[config.mk]
export PLATFORM = sky130hd
export DESIGN_NAME = viterbi_ber_ctrl
export DESIGN_NICKNAME = d
export VERILOG_FILES = /design/src/rtl/viterbi_pkg.sv /design/src/rtl/viterbi_lfsr16.sv /design/src/rtl/viterbi_ber_ctrl.sv
export SDC_FILE = /design/constraint.sdc
export NUM_CORES = 1
export LEC_CHECK = 0
export CORE_AREA = 8 8 129 131
export CTS_BUF_LIST = sky130_fd_sc_hd__clkbuf_4 sky130_fd_sc_hd__clkbuf_8 sky130_fd_sc_hd__clkbuf_16
export DETAILED_ROUTE_END_ITERATION = 16
export DIE_AREA = 0 0 137 139
export PLACE_DENSITY = 0.6
export SYNTH_ARGS = -nofsm -noshare
export SYNTH_HDL_FRONTEND = slang
export SYNTH_HIERARCHICAL = 1
export SYNTH_SLANG_ARGS = --single-unit
[constraint.sdc]
create_clock -name clk -period 2.2 [get_ports clk]
set_input_delay 0.22 -clock clk [delete_from_list [all_inputs] [get_ports clk]]
set_output_delay 0.22 -clock clk [all_outputs]
set_load 0.02 [all_outputs]
[src/rtl/viterbi_pkg.sv]
// Shared definitions for the Viterbi BER test controller: FSM states and PRBS constants.
package viterbi_pkg;

  typedef enum logic [2:0] {
    StIdle,
    StSend,
    StFlush,
    StDrain,
    StDone
  } state_e;

  // x^16+x^14+x^13+x^11+1 as a right-shifting Fibonacci register: taps on bits 0,2,3,5.
  localparam logic [15:0] LfsrTaps        = 16'h002D;
  localparam logic [15:0] LfsrDefaultSeed = 16'hACE1;

endpackage

[src/rtl/viterbi_lfsr16.sv]
// 16-bit PRBS generator; a zero seed is replaced by the default seed so the register never locks up.
module viterbi_lfsr16
  import viterbi_pkg::*;
(
  input  logic        clk,
  input  logic        rst,
  input  logic        load_i,
  input  logic        step_i,
  input  logic [15:0] seed_i,
  output logic        bit_o
);

  logic [15:0] lfsr_q, lfsr_d;

  always_comb begin
    lfsr_d = lfsr_q;
    if (load_i) begin
      lfsr_d = (seed_i == 16'd0) ? LfsrDefaultSeed : seed_i;
    end else if (step_i) begin
      lfsr_d = {^(lfsr_q & LfsrTaps), lfsr_q[15:1]};
    end
  end

  always_ff @(posedge clk or negedge rst) begin
    if (!rst) begin
      lfsr_q <= 16'd0;
    end else begin
      lfsr_q <= lfsr_d;
    end
  end

  assign bit_o = lfsr_q[0];

endmodule

[src/rtl/viterbi_ber_ctrl.sv]
// Viterbi BER test controller: PRBS frame source, channel error injector and decoded-bit checker.
// Define VITERBI_BER_BURST_EN to add err_burst_i and inject multi-symbol error bursts.
module viterbi_ber_ctrl
  import viterbi_pkg::*;
#(
  parameter int unsigned FRAME_LEN = 256,
  parameter int unsigned FLUSH_LEN = 8,
  parameter int unsigned DEC_LAT   = 32
) (
  input  logic        clk,
  input  logic        rst,
  input  logic        start_i,
  input  logic [15:0] seed_i,
  input  logic [7:0]  err_period_i,
  input  logic [1:0]  err_mask_i,
`ifdef VITERBI_BER_BURST_EN
  input  logic [3:0]  err_burst_i,
`endif
  input  logic        decoder_i,
  output logic        enable_encoder_o,
  output logic        encoder_bit_o,
  output logic [1:0]  err_inj_o,
  output logic        busy_o,
  output logic        done_o,
  output logic [15:0] bit_err_ct_o,
  output logic [15:0] inj_ct_o
);

  localparam int unsigned MaxA   = (FRAME_LEN > FLUSH_LEN) ? FRAME_LEN : FLUSH_LEN;
  localparam int unsigned MaxLen = (MaxA > DEC_LAT) ? MaxA : DEC_LAT;
  localparam int unsigned CntW   = $clog2(MaxLen + 1);

  state_e            state_q, state_d;
  logic [CntW-1:0]   cnt_q, cnt_d;
  logic              accept, lfsr_load, lfsr_step, lfsr_bit;
  logic              en_q, en_d, bit_q, bit_d, vld_q, vld_d;
  logic              busy_q, busy_d, done_q, done_d;
  logic [1:0]        inj_q, inj_d;
  logic [7:0]        sym_q, sym_d;
  logic              event_hit;
  logic [15:0]       inj_ct_q, inj_ct_d, berr_q, berr_d;
  logic [DEC_LAT-1:0] dly_bit_q, dly_bit_d, dly_vld_q, dly_vld_d;
`ifdef VITERBI_BER_BURST_EN
  logic [3:0]        burst_q, burst_d;
`endif

  viterbi_lfsr16 u_lfsr (
    .clk   (clk),
    .rst   (rst),
    .load_i(lfsr_load),
    .step_i(lfsr_step),
    .seed_i(seed_i),
    .bit_o (lfsr_bit)
  );

  always_comb begin
    state_d   = state_q;
    cnt_d     = cnt_q;
    accept    = 1'b0;
    lfsr_load = 1'b0;
    lfsr_step = 1'b0;
    unique case (state_q)
      StIdle: begin
        if (start_i) begin
          accept    = 1'b1;
          lfsr_load = 1'b1;
          cnt_d     = '0;
          state_d   = StSend;
        end
      end
      StSend: begin
        lfsr_step = 1'b1;
        if (cnt_q == CntW'(FRAME_LEN - 1)) begin
          cnt_d   = '0;
          state_d = StFlush;
        end else begin
          cnt_d = cnt_q + 1'b1;
        end
      end
      StFlush: begin
        if (cnt_q == CntW'(FLUSH_LEN - 1)) begin
          cnt_d   = '0;
          state_d = StDrain;
        end else begin
          cnt_d = cnt_q + 1'b1;
        end
      end
      StDrain: begin
        if (cnt_q == CntW'(DEC_LAT - 1)) begin
          cnt_d   = '0;
          state_d = StDone;
        end else begin
          cnt_d = cnt_q + 1'b1;
        end
      end
      StDone:  state_d = StIdle;
      default: state_d = StIdle;
    endcase
  end

  // Outputs lag the state by one register stage; done lands FRAME+FLUSH+LAT+1 edges after start.
  always_comb begin
    en_d   = (state_q == StSend) || (state_q == StFlush);
    vld_d  = (state_q == StSend);
    bit_d  = vld_d & lfsr_bit;
    busy_d = (state_q != StIdle);
    done_d = (state_q == StDone);
  end

  // Injector works on the symbol the encoder registers from the strobe currently visible.
  always_comb begin
    sym_d     = sym_q;
    inj_d     = 2'b00;
    inj_ct_d  = inj_ct_q;
    event_hit = 1'b0;
`ifdef VITERBI_BER_BURST_EN
    burst_d   = burst_q;
`endif
    if (accept) begin
      sym_d    = 8'd0;
      inj_ct_d = 16'd0;
`ifdef VITERBI_BER_BURST_EN
      burst_d  = 4'd0;
`endif
    end else if (en_q) begin
      event_hit = (err_period_i != 8'd0) && (sym_q >= err_period_i - 8'd1);
      sym_d     = (event_hit || err_period_i == 8'd0) ? 8'd0 : sym_q + 8'd1;
      if (event_hit && err_mask_i != 2'b00) begin
        inj_d = err_mask_i;
        if (inj_ct_q != 16'hFFFF) begin
          inj_ct_d = inj_ct_q + 16'd1;
        end
`ifdef VITERBI_BER_BURST_EN
        burst_d = err_burst_i;
      end else if (burst_q != 4'd0) begin
        inj_d   = err_mask_i;
        burst_d = burst_q - 4'd1;
`endif
      end
    end
`ifdef VITERBI_BER_BURST_EN
    else begin
      burst_d = 4'd0;
    end
`endif
  end

  always_comb begin
    dly_bit_d = DEC_LAT'({dly_bit_q, bit_q});
    dly_vld_d = DEC_LAT'({dly_vld_q, vld_q});
    berr_d    = berr_q;
    if (accept) begin
      berr_d = 16'd0;
    end else if (dly_vld_q[DEC_LAT-1] && (decoder_i ^ dly_bit_q[DEC_LAT-1]) &&
                 berr_q != 16'hFFFF) begin
      berr_d = berr_q + 16'd1;
    end
  end

  always_ff @(posedge clk or negedge rst) begin
    if (!rst) begin
      state_q   <= StIdle;
      cnt_q     <= '0;
      en_q      <= 1'b0;
      bit_q     <= 1'b0;
      vld_q     <= 1'b0;
      busy_q    <= 1'b0;
      done_q    <= 1'b0;
      inj_q     <= 2'b00;
      sym_q     <= 8'd0;
      inj_ct_q  <= 16'd0;
      berr_q    <= 16'd0;
      dly_bit_q <= '0;
      dly_vld_q <= '0;
`ifdef VITERBI_BER_BURST_EN
      burst_q   <= 4'd0;
`endif
    end else begin
      state_q   <= state_d;
      cnt_q     <= cnt_d;
      en_q      <= en_d;
      bit_q     <= bit_d;
      vld_q     <= vld_d;
      busy_q    <= busy_d;
      done_q    <= done_d;
      inj_q     <= inj_d;
      sym_q     <= sym_d;
      inj_ct_q  <= inj_ct_d;
      berr_q    <= berr_d;
      dly_bit_q <= dly_bit_d;
      dly_vld_q <= dly_vld_d;
`ifdef VITERBI_BER_BURST_EN
      burst_q   <= burst_d;
`endif
    end
  end

  assign enable_encoder_o = en_q;
  assign encoder_bit_o    = bit_q;
  assign err_inj_o        = inj_q;
  assign busy_o           = busy_q;
  assign done_o           = done_q;
  assign bit_err_ct_o     = berr_q;
  assign inj_ct_o         = inj_ct_q;

endmodule

# Yosys cells after proc, flatten, opt, wreduce, memory -nomap -nowiden

Cells that the tools add are included.
W data, S select, Z words.

Logic and storage cells: 85
Input port bits: 30
Register bits: 139
Output and inout port bits: 38

Bitwise logic cells: 2
Mux-type cells: 28
$lt $le $gt $ge: 1
Reductions and logical operators: 22
Add/sub/neg operators: 5
Equal/unequal tests: 13

Operator list:

| operator                | count |
|---|---|
| $mux W16                | 9 |
| $mux W9                 | 4 |
| $pmux W9 S4             | 1 |
| $add A16 B1 Y16 const B | 2 |
| $ne A16 B16 Y1 const B  | 2 |
| $mux W8                 | 3 |
| $logic_not A16 Y1       | 1 |
| $reduce_xor A16 Y1      | 1 |
| $mux W3                 | 4 |
| $pmux W3 S4             | 1 |
| $reduce_bool A2 Y1      | 6 |
| $add A9 B1 Y9 const B   | 1 |
| $eq A9 B3 Y1 const B    | 1 |
| $eq A9 B5 Y1 const B    | 1 |
| $eq A9 B8 Y1 const B    | 1 |
| $add A8 B1 Y8 const B   | 1 |
| $ge A8 B8 Y1            | 1 |
| $logic_not A8 Y1        | 1 |
| $reduce_bool A8 Y1      | 1 |
| $sub A8 B1 Y8 const B   | 1 |
| $eq A3 B2 Y1 const B    | 2 |
| $mux W2                 | 3 |
| $ne A2 B2 Y1 const B    | 3 |
| $logic_and A1 B1 Y1     | 4 |
| other kinds (13)        | 16 |

# Longest topological paths before layout

Word-level depth: 7
Depth in mapped cells: 12
Mapped depth without buffers: 12

# Cells and area by module

The synthesis kept the hierarchy.

By module, submodules not included:

| module           | times used | seq. area each (µm²) | area each (µm²) | cells an instance |
|---|---|---|---|---|
| viterbi_ber_ctrl | 1          | 3078.0               | 4919.7          | 411 |
| viterbi_lfsr16   | 1          | 400.4                | 837.1           | 71 |

# Least setup slack after synthesis

OpenSTA, ideal clock, no wires.

Path kind: input -> register
From: in err_period_i[2]
To: reg inj_ct_q[14] (netlist: inj_ct_o[14])
Cell stages on the path: 10
Setup slack: -2 ps
Path buffers: 1
Arrival time: 2124 ps
Required time: 2122 ps
Setup time: 78 ps
Cells stage by stage: nor3_1 > nor3b_1 > xnor2_1 > ha_1 > nand2_1 > a311oi_2 > o21ai_2 > buf_6 > or3_1 > a21oi_1

Cells in the longest elaborated chain, start to end: 6
Elaborated cells on any way between the ends: 7
Those cells by class: 1 x add/sub; 1 x order compare; 5 x reduce/logical

RTL lines:

| element                               | line                    | source |
|---|---|---|
| start, declared                       | viterbi_ber_ctrl.sv:14  | `input logic [7:0] err_period_i,` |
| $sub A8 B1 Y8                         | viterbi_ber_ctrl.sv:126 | `event_hit = (err_period_i != 8'd0) && (sym_q >= err_period_i - 8'd1);` |
| $ge A8 B8 Y1                          | viterbi_ber_ctrl.sv:126 |  |
| $logic_and A1 B1 Y1 *                 | viterbi_ber_ctrl.sv:126 |  |
| $logic_and A1 B1 Y1 *                 | viterbi_ber_ctrl.sv:128 | `if (event_hit && err_mask_i != 2'b00) begin` |
| $reduce_bool A2 Y1 (no source line) * | n/a                     |  |
| $reduce_and A3 Y1 (no source line) *  | n/a                     |  |
| end signal, assigned                  | viterbi_ber_ctrl.sv:188 | `inj_ct_q <= inj_ct_d;` |
| end, declared                         | viterbi_ber_ctrl.sv:41  | `logic [15:0] inj_ct_q, inj_ct_d, berr_q, berr_d;` |

Mark *: on every way between the ends. The rest lies on a longest branch, timed or not.
A chain may end at the register's enable or synchronous reset.

# Worst setup path after layout

From: reg sym_q[1]
To: reg inj_ct_q[0] (netlist: inj_ct_o[0])

Cells in the longest elaborated chain, start to end: 5

RTL lines:

| element                             | line                    | source |
|---|---|---|
| start, declared                     | viterbi_ber_ctrl.sv:39  | `logic [7:0] sym_q, sym_d;` |
| start signal, assigned              | viterbi_ber_ctrl.sv:187 | `sym_q <= sym_d;` |
| $ge A8 B8 Y1                        | viterbi_ber_ctrl.sv:126 |  |
| $logic_and A1 B1 Y1                 | viterbi_ber_ctrl.sv:126 |  |
| $logic_and A1 B1 Y1                 | viterbi_ber_ctrl.sv:128 |  |
| $reduce_bool A2 Y1 (no source line) | n/a                     |  |
| $reduce_and A3 Y1 (no source line)  | n/a                     |  |

Every way passes these cells.

==> impl_metrics.py <==
metrics = {
    "run_status": {
        "status": "finished, violations left",
        "violations": "setup timing",
    },
    "final_layout": {
        "syn_to_final_growth_pct": 34.1,
        "nNetsFinal": 637,
        "diodes": 0,
        "fin_cells": 792,
        "final_util": 0.523,
        "nFillCells": 1292,
        "drive_gt1_frac": 0.224,
    },
    "power_and_ir_drop": {
        "ir_drop_uv": 561,
        "p_int_uw": 6000,
        "seqPwrFrac": 0.453,
        "powerDensity_nw_per_um2": 1060,
        "switching_share": 0.267,
        "combPwrFrac": 0.191,
        "p_switching_uw": 2180,
        "clkPwrFrac": 0.356,
        "p_leak_uw": 0.00343,
    },
    "detailed_routing": {
        "finalWirelength_mm": 11.8,
        "antenna_left": 0,
        "vias": 4022,
        "drt_iter0_drc": 228,
        "drt_pre_antenna_iters": 4,
        "wl_per_cell_um": 14.9,
        "vias_per_cell": 5.08,
        "drcViolationCount": 0,
    },
    "global_routing": {
        "grtUsageTotal": 0.127,
        "antenna_found_initial": 0,
        "grt_pass1_vias": 4019,
        "overflow": 0,
        "grt_pass1_wl_mm": 19.4,
        "grt_max_degree": 70,
    },
    "sta": {
        "worstMarginPinSlew_ns": 0.542,
        "max_clock_freq_ghz": 0.450,
        "fin_crit_sh": 1.01,
        "layout_setup_ws_ns": -0.0242,
        "setup_viol": 10,
        "hold_viol_final": 0,
        "max-slew-margin-rel": 0.638,
        "maxSlewViolCount": 0,
        "rsz0062_at_grt": "true",
        "skew_ns": 0.00793,
        "period_needed_ns": 2.22,
    },
    "die": {
        "die_h_um": 139,
        "die-area_um2": 19000,
        "dieWidth_um": 137,
        "initial_core_util": 0.390,
        "rows": 45,
        "coreArea_um2": 14800,
        "ioPinCount": 68,
    },
    "yosys": {
        "netlist_instances": 482,
        "synth_top_area_frac": 0.604,
        "ys_ff_latch": 139,
        "synth-main-ff-cell": "dfrtp_1",
        "syn_area_um2": 5760,
        "synth_nets": 528,
        "synthDistinctLibCells": 50,
        "yosysTopAreaCell": "dfrtp_1",
        "synth_commonest_cells": "dfrtp_1 (139), nand2_1 (39), o21ai_0 (35), nor2_1 (31), xor2_1 (23)",
        "ys_top_cells_by_area": "dfrtp_1 (60%), xor2_1 (3.5%), ha_1 (3.5%), o21ai_0 (3.0%), nand2_1 (2.5%)",
        "yosys_warnings": 6,
        "synth_edf_count": 0,
        "async_flop_share": 1.00,
        "syn_area_per_cell_um2": 11.9,
        "yosysSeqAreaShare": 0.604,
        "synthMostInstantiatedCell": "dfrtp_1",
    },
    "worst_setup_path": {
        "path_class": "reg -> reg",
        "cp.arrival_ns": 2.57,
        "crit_path_cell_trace": "ha_4 -> nor2b_1 -> o211ai_1 -> a311oi_4 -> o21ai_4 -> clkbuf_16 -> or3_4 -> a21oi_2",
        "cp_max_fo": 4,
        "slowest_stage": "dfrtp_1",
        "end_kind": "flop",
        "required_ns": 2.54,
        "slowest_delay_ns": 0.40,
        "startpoint_type": "flop",
    },
    "placement": {
        "portBuffers": 67,
        "dpl.hpwl_mm": 7.70,
        "dpl.cell_count": 749,
        "gp_congestion": 0.782,
    },
    "clock_tree": {
        "clk_path_buf_depth": 2,
        "cts-root-buf": "clkbuf_16",
        "clkSinkCount": 139,
        "cts.reportedPaths.clkPinSlew_ns": 0.06,
        "cts_tree": "yes",
        "numCtsBuffers": 17,
        "htree_levels": 4,
        "clk_latency_ns": 0.41,
    },
    "min_path": {
        "hp-class": "in -> async",
    },
    "run": {
        "maxCapViolCount": 0,
    },
}
==> layout make-up <==
type / instances / area, um^2 / area share
Sequential cell: 139 / 3480 / 0.450
Multi-Input combinational cell: 317 / 2310 / 0.300
Timing Repair Buffer: 108 / 1050 / 0.136
Clock buffer: 20 / 454 / 0.0588
Tap cell: 188 / 235 / 0.0305
Clock inverter: 12 / 163 / 0.0211
Inverter: 8 / 30.0 / 0.00389
==> routing by layer <==
layer  routed length [um]  global-route usage
met5                    0                   0
met4                  161              0.0629
met3                  531              0.0373
met2                 5640               0.189
met1                 5460               0.164
==> sequential cells by signal, summed over array words and instances, names as in the netlist <==
name              flops
dly_bit_q            32
dly_vld_q            32
bit_err_ct_o         16
inj_ct_o             16
u_lfsr/lfsr_q        16
cnt_q                 9
sym_q                 8
state_q               3
err_inj_o             2
busy_o                1
done_o                1
enable_encoder_o      1
encoder_bit_o         1
vld_q                 1
==> cells in the final DEF (no fill, tap or decap), types with 7 or more instances in the layout <==
| cell | instances |
|---|---|
| ha_1 | 12 |
| mux2i_1 | 10 |
| nand2_1 | 38 |
| xor2_1 | 23 |
| clkbuf_16 | 20 |
| nand3_1 | 14 |
| o21ai_1 | 16 |
| or3_1 | 7 |
| o22a_2 | 7 |
| o21ai_0 | 18 |
| clkdlybuf4s50_1 | 59 |
| a21oi_2 | 10 |
| xnor2_1 | 12 |
| a21oi_1 | 10 |
| mux2_2 | 7 |
| nand4_1 | 13 |
| or3_4 | 8 |
| and4_1 | 8 |
| dfrtp_1 | 139 |
| nor2_1 | 31 |
| and3_1 | 12 |
| buf_4 | 34 |
==> critical path, delay by kind of cell, from the launching register on <==
| kind | cells | cell delay, ns |
|---|---|---|
| buffers and inverters | 1 | 0.18 |
| adders and majority gates | 1 | 0.28 |
| AOI/OAI and AO/OA | 4 | 0.76 |
| DFF | 1 | 0.40 |
| and+or+nand+nor | 2 | 0.53 |
==> power groups by stage <==
stage                     sequential (uW)  combinational [uW]  clock [uW]
after detailed placement             3740                1460           0
after CTS                            3720                1480        2990
after global placement               3720                1430           0
final                                3710                1560        2920
after floorplan                      3670                 971           0
after global routing                 3800                1730        3100
==> cell families (layout without fill, tap and decap cells) <==
kind of cell	count (synthesis)	in the layout	share of synthesized area
AO/OA/AOI/OAI	78	78	0.0848
XOR/XNOR	35	35	0.0532
adder cells (fa/ha/maj)	16	16	0.0348
buffers and inverters	26	148	0.0276
flip-flops	139	139	0.604
multiplexers	18	18	0.0337
AND/OR/NAND/NOR	170	170	0.162
==> stage by stage <==
| step | cell area, um^2 | TNS [ns] | power (uW) | hold slack (ns) | setup WS (ns) |
|---|---|---|---|---|---|
| after floorplan | 5760 | 0 | 4640 | -0.0756 | 0.00232 |
| final | 7720 | -0.111 | 8180 | 0.292 | -0.0242 |
| after global placement | 6800 | -15.02 | 5160 | 0.167 | -0.664 |
| after detailed placement | 6800 | -16.14 | 5210 | 0.170 | -0.723 |
| after CTS | 7440 | 0 | 8190 | 0.299 | 0.0000819 |
| after global routing | 7720 | -1.36 | 8630 | 0.321 | -0.107 |
==> path summary, 6_finish.rpt <==
path | from | endpoint | slack [ns] | cells after the start
setup reg to reg | sym_q[1] | inj_ct_o[0] | -0.02 | 8
hold / removal | rst | busy_o | 0.29 | 2
hold reg to reg | dly_bit_q[15] | dly_bit_q[16] | 0.35 | 0
max in group asynchronous | rst | sym_q[2] | 1.16 | 3
setup / recovery | sym_q[1] | inj_ct_o[0] | -0.02 | 8
min in group clk | dly_bit_q[15] | dly_bit_q[16] | 0.35 | 0
==> what timing repair did <==
item,in CTS,in global routing
endpoints found under the setup margin,28,30
gates resized for setup,11,67
setup buffers,1,6
hold buffers,1,0
endpoints found under the hold margin,43,0
cloned,0,3
pin swaps,3,32
No activity file was read; power rests on OpenSTA's default activity.
